--- src/rtl/chrono_ctrl.sv ---
// Stopwatch front end: debounces KEY0/KEY1, runs the IDLE/RUN/STOP/LAP state machine and emits the tick_ms count enable.
// Define CHRONO_CTRL_LAP_EN to build the LAP state and lap_hold; otherwise lap only clears from STOP.
module chrono_ctrl #(
    parameter int CLK_FREQ    = 50000000,
    parameter int TICK_FREQ   = 1000,
    parameter int DEBOUNCE_MS = 10
) (
    input  logic clk,
    input  logic rst_n,
    input  logic key_start_n,
    input  logic key_lap_n,
    output logic tick_ms,
    output logic clear,
    output logic run,
    output logic lap_hold
);

    localparam int TICK_DIV  = CLK_FREQ / TICK_FREQ;
    localparam int DB_CYCLES = CLK_FREQ / 1000 * DEBOUNCE_MS;
    localparam int PS_W      = (TICK_DIV > 1) ? $clog2(TICK_DIV) : 1;
    localparam int DB_W      = (DB_CYCLES > 1) ? $clog2(DB_CYCLES) : 1;
    localparam logic [PS_W-1:0] PS_LAST = PS_W'(TICK_DIV - 1);
    localparam logic [DB_W-1:0] DB_LAST = DB_W'(DB_CYCLES - 1);

    typedef enum logic [1:0] {
        S_IDLE,
        S_RUN,
        S_STOP,
        S_LAP
    } state_t;

    // Index 0 is the start key, index 1 the lap key.
    logic [1:0]      key_raw;
    logic [1:0]      sync1;
    logic [1:0]      sync2;
    logic [1:0]      level;
    logic [1:0]      armed;
    logic [1:0]      press;
    logic [DB_W-1:0] db_cnt [2];

    assign key_raw = {key_lap_n, key_start_n};

    // NOTE: sequential state uses non-blocking assignments so every flop samples pre-edge values.
    always_ff @(posedge clk or negedge rst_n) begin
        if (!rst_n) begin
            sync1 <= 2'b11;
            sync2 <= 2'b11;
            level <= 2'b11;
            armed <= 2'b00;
            press <= 2'b00;
            // NOTE: the two debounce counters are plain flops, so resetting them costs nothing.
            for (int k = 0; k < 2; k++) db_cnt[k] <= '0;
        end else begin
            sync1 <= key_raw;
            sync2 <= sync1;
            for (int k = 0; k < 2; k++) begin
                press[k] <= 1'b0;
                if (!armed[k]) begin
                    // A key held through reset must be seen released for a full window first.
                    if (!sync2[k]) begin
                        db_cnt[k] <= '0;
                    end else if (db_cnt[k] == DB_LAST) begin
                        armed[k]  <= 1'b1;
                        db_cnt[k] <= '0;
                    end else begin
                        db_cnt[k] <= db_cnt[k] + DB_W'(1);
                    end
                end else if (sync2[k] == level[k]) begin
                    db_cnt[k] <= '0;
                end else if (db_cnt[k] == DB_LAST) begin
                    level[k]  <= sync2[k];
                    db_cnt[k] <= '0;
                    press[k]  <= ~sync2[k];
                end else begin
                    db_cnt[k] <= db_cnt[k] + DB_W'(1);
                end
            end
        end
    end

    state_t          state;
    state_t          next_state;
    logic            start_ev;
    logic            lap_ev;
    logic            running_now;
    logic            running_next;
    logic            advance;
    logic [PS_W-1:0] prescaler;

    assign start_ev = press[0];
    assign lap_ev   = press[1] & ~press[0];

    // NOTE: next_state gets its default first, so no path through the case can infer a latch.
    always_comb begin
        next_state = state;
        case (state)
            S_IDLE: if (start_ev) next_state = S_RUN;
            S_RUN: begin
                if (start_ev) next_state = S_STOP;
`ifdef CHRONO_CTRL_LAP_EN
                else if (lap_ev) next_state = S_LAP;
`endif
            end
            S_LAP: begin
`ifdef CHRONO_CTRL_LAP_EN
                if (start_ev)    next_state = S_STOP;
                else if (lap_ev) next_state = S_RUN;
`else
                next_state = S_IDLE;
`endif
            end
            S_STOP: begin
                if (start_ev)    next_state = S_RUN;
                else if (lap_ev) next_state = S_IDLE;
            end
            default: next_state = S_IDLE;
        endcase
    end

    assign running_now  = (state == S_RUN) || (state == S_LAP);
    assign running_next = (next_state == S_RUN) || (next_state == S_LAP);
    // Counting only while running on both sides of the edge keeps STOP from eating or adding a cycle.
    assign advance      = running_now && running_next;

    always_ff @(posedge clk or negedge rst_n) begin
        if (!rst_n) begin
            state     <= S_IDLE;
            prescaler <= '0;
            tick_ms   <= 1'b0;
            clear     <= 1'b0;
            run       <= 1'b0;
        end else begin
            state   <= next_state;
            run     <= running_next;
            clear   <= (next_state == S_IDLE) && (state != S_IDLE);
            tick_ms <= advance && (prescaler == PS_LAST);
            if (next_state == S_IDLE) begin
                prescaler <= '0;
            end else if (advance) begin
                prescaler <= (prescaler == PS_LAST) ? '0 : prescaler + PS_W'(1);
            end
        end
    end

`ifdef CHRONO_CTRL_LAP_EN
    always_ff @(posedge clk or negedge rst_n) begin
        if (!rst_n) lap_hold <= 1'b0;
        else        lap_hold <= (next_state == S_LAP);
    end
`else
    assign lap_hold = 1'b0;
`endif

endmodule
--- config.mk ---
export PLATFORM = sky130hd
export DESIGN_NAME = chrono_ctrl
export DESIGN_NICKNAME = d
export VERILOG_FILES = /design/src/rtl/chrono_ctrl.sv
export SDC_FILE = /design/constraint.sdc
export NUM_CORES = 1
export LEC_CHECK = 0
export BUFFER_PORTS_ARGS = -buffer_cell sky130_fd_sc_hd__buf_4
export CAP_MARGIN = 20
export CORE_ASPECT_RATIO = 1.2
export CORE_UTILIZATION = 45
export DETAILED_ROUTE_END_ITERATION = 7
export PLACE_DENSITY_LB_ADDON = 0.2
export SLEW_MARGIN = 20
export SYNTH_ARGS = -nofsm -noshare
export SYNTH_HDL_FRONTEND = slang
export SYNTH_SLANG_ARGS = --single-unit
--- constraint.sdc ---
create_clock -name clk -period 4.3 [get_ports clk]
set_input_delay 0.645 -clock clk [delete_from_list [all_inputs] [get_ports clk]]
set_output_delay 0.645 -clock clk [all_outputs]
set_load 0.03 [all_outputs]
==> reports/qor.yml <==
avgViaCountPerCell: 5.91
synth_compound_area_frac: 0.118
die_h_um: 97.5
start_kind: "flip-flop"
num_vias: 2672
synth-simple-area-share: 0.261
holdPathEnd: "sync2[1]$_DFF_PN1_"
synth_mux_area_frac: 0.00585
finalSetupTns_ns: 0
row_count: 34
top_layer: "met4"
yosys.area_share.adder: 0.0110
globalRouteTotalUtil: 0.184
first_pass_iters: 4
final_area_sq_mm: 0.00374
maxSlewViolCount: 0
grt_pass1_wl_um: 11400
drt-initial-drc-count: 120
met2_length_um: 3040
insertion_delay_ns: 0.34
cts_buffer_depth: 2
rr_endpoint: "prescaler[14]$_DFFE_PN0P_"
skew_ns: 0.0129
drive_gt1_frac: 0.0912
r2r_slack_ns: 2.00
max_freq_mhz: 434
synth.largest_area_cell: "dfrtp_1"
synth-xor-area-share: 0.0665
synth_area_leaders: "dfrtp_1, dfstp_2, xnor2_1"
reg2reg_depth: 5
outcome: "finished, final reports clean"
dp_hpwl_um: 4350
htreeDepth: 3
rsz0062_at_grt: "no"
cp.required_ns: 4.49
yosys.area.top_type_share: 0.453
cts_resized: 0
boundaryPins: 8
ys_top_cells_by_count: "dfrtp_1, nor2_1, nand2_1"
cts_made_buffers: 9
final-hold-violation-count: 0
synth_area_sq_mm: 0.00342
min_from: "sync1[1]$_DFF_PN1_"
cts_root_buf: "clkbuf_8"
grt_overflow: 0
nets: 364
cts_hold_buf: 0
synth_edf_count: 0
postRouteAntennaNets: 0
yosysMostFrequentCell: "dfrtp_1"
clock-sinks: 68
syn2layout_area_growth_pct: 9.28
p_leak_nw: 1.42
worstPathArrival_ns: 2.50
dr_wl_met3_um: 202
antenna_found_initial: 0
async_reset_ff_frac: 1.00
worst_pin_slew_ns: 0.833
port_buffers: 6
syn_avg_cell_area_sq_um: 9.56
ys_seq_area_frac: 0.499
maxCapViolCount: 0
synth_top_family_by_area: "simple AND/OR/NAND/NOR gates"
n_fill_cell: 688
max_slew_margin: 0.445
ys_ff_latch: 68
place.gp.congestion: 0.777
r2r_start: "prescaler[0]$_DFFE_PN0P_"
path_max_fanout: 16
synth_fp_nets: 365
final_cells: 452
wl_per_cell_um: 14.4
post_cts_buffers: 0
drcViolationCount: 0
grt_pass1_vias: 2548
finalCritPeriodShare: 0.536
core_sq_mm: 0.00732
fin_crit_ns: 2.30
max-vdd-ir-drop_v: 0.000182
drt_wl_total_um: 6520
synth_cell_types: 43
grt_max_degree: 69
setup.worst_path.end_class: "flip-flop"
die_x_um: 81.6
dp.cells: 436
initial_core_util: 0.468
setup_viol: 0
place_area_sq_mm: 0.00351
netlist_instances: 358
synth-main-ff-cell: "dfrtp_1"
powerDensity_mw_per_mm2: 339
die_area_sq_mm: 0.00796
diodes: 0
drt-met1-wl_um: 3170
clkTransAtPathRegs_ns: 0.07
yosysWarningCount: 0
cts_tree: "yes"
hold_depth: 0
crit_type: "reg2reg"
hold_path.class: "reg2reg"
cells in the final DEF (no fill, tap or decap), drive strengths merged, types with 14 or more instances in the layout:
cell type,Yosys,final
dfrtp,62,62
nor2,31,31
nand2,24,24
nand3,21,21
a21oi,18,18
xnor2,17,17
nand4,16,16
o21ai,16,16
nor4,15,15
inv,14,14
a31oi,14,14
final cells by class:
type                       instances  area [sq um]  share of cell area
clock buffer                      12           145              0.0388
sequential                        68          1710               0.457
inverter                          14          52.6              0.0140
tap                               90           113              0.0301
clock inverter                     4          72.6              0.0194
multi-input combinational        258          1600               0.429
timing repair buffer               6          45.0              0.0120
kinds of logic (layout without fill, tap and decap cells):
family	after synthesis	in the layout
AND/OR/NAND/NOR	161	161
flip-flops	68	68
AO/OA/AOI/OAI	65	65
buffers and inverters	32	36
XOR/XNOR	26	26
adder cells (fa/ha/maj)	3	3
multiplexers	2	2
other	1	1
per-layer routing:
layer,vias up,GRT usage
li1,1309,-
met1,1299,0.248
met2,52,0.287
met3,12,0.0338
met4,0,0.0783
met5,-,0
state kept, by name, summed over array words and instances, names as in the netlist:
register,count
db_cnt,38
prescaler,16
armed,2
level,2
press,2
state,2
sync1,2
sync2,2
clear,1
tick_ms,1
how the worst max path moves through the flow:
| stage | from | end | slack [ns] |
|---|---|---|---|
| final | prescaler[0]$_DFFE_PN0P_ | prescaler[14]$_DFFE_PN0P_ | 2.00 |
| after global routing | prescaler[0]$_DFFE_PN0P_ | prescaler[15]$_DFFE_PN0P_ | 1.79 |
| after detailed placement | db_cnt[34]$_DFF_PN0_ | db_cnt[35]$_DFF_PN0_ | 1.99 |
| after CTS | db_cnt[34]$_DFF_PN0_ | db_cnt[28]$_DFF_PN0_ | 1.98 |
| after global placement | db_cnt[15]$_DFF_PN0_ | db_cnt[10]$_DFF_PN0_ | 1.95 |
| after floorplan | db_cnt[0]$_DFF_PN0_ | db_cnt[16]$_DFF_PN0_ | 2.42 |
report_power, final:
group | switching [mW] | internal [mW]
sequential | 0.00639 | 0.647
clock | 0.238 | 0.342
combinational | 0.0241 | 0.00864
metrics by stage:
step	hold slack (ns)	setup WS (ns)	utilization	total power [mW]
floorplan	0.345	2.42	-	0.681
global placement	0.346	1.95	0.479	0.699
detailed placement	0.347	1.99	0.480	0.700
CTS	0.357	1.98	0.510	1.28
global route	0.360	1.79	0.511	1.31
finish	0.357	2.00	0.511	1.27
critical path, stage by stage, from the launching register on:
cell     delay (ns)
dfrtp_1        0.40
ha_1           0.24
and4b_1        0.25
nand4_1        0.52
a21oi_1        0.63
nor4_1         0.13
Power figures use the tool's default switching activity.
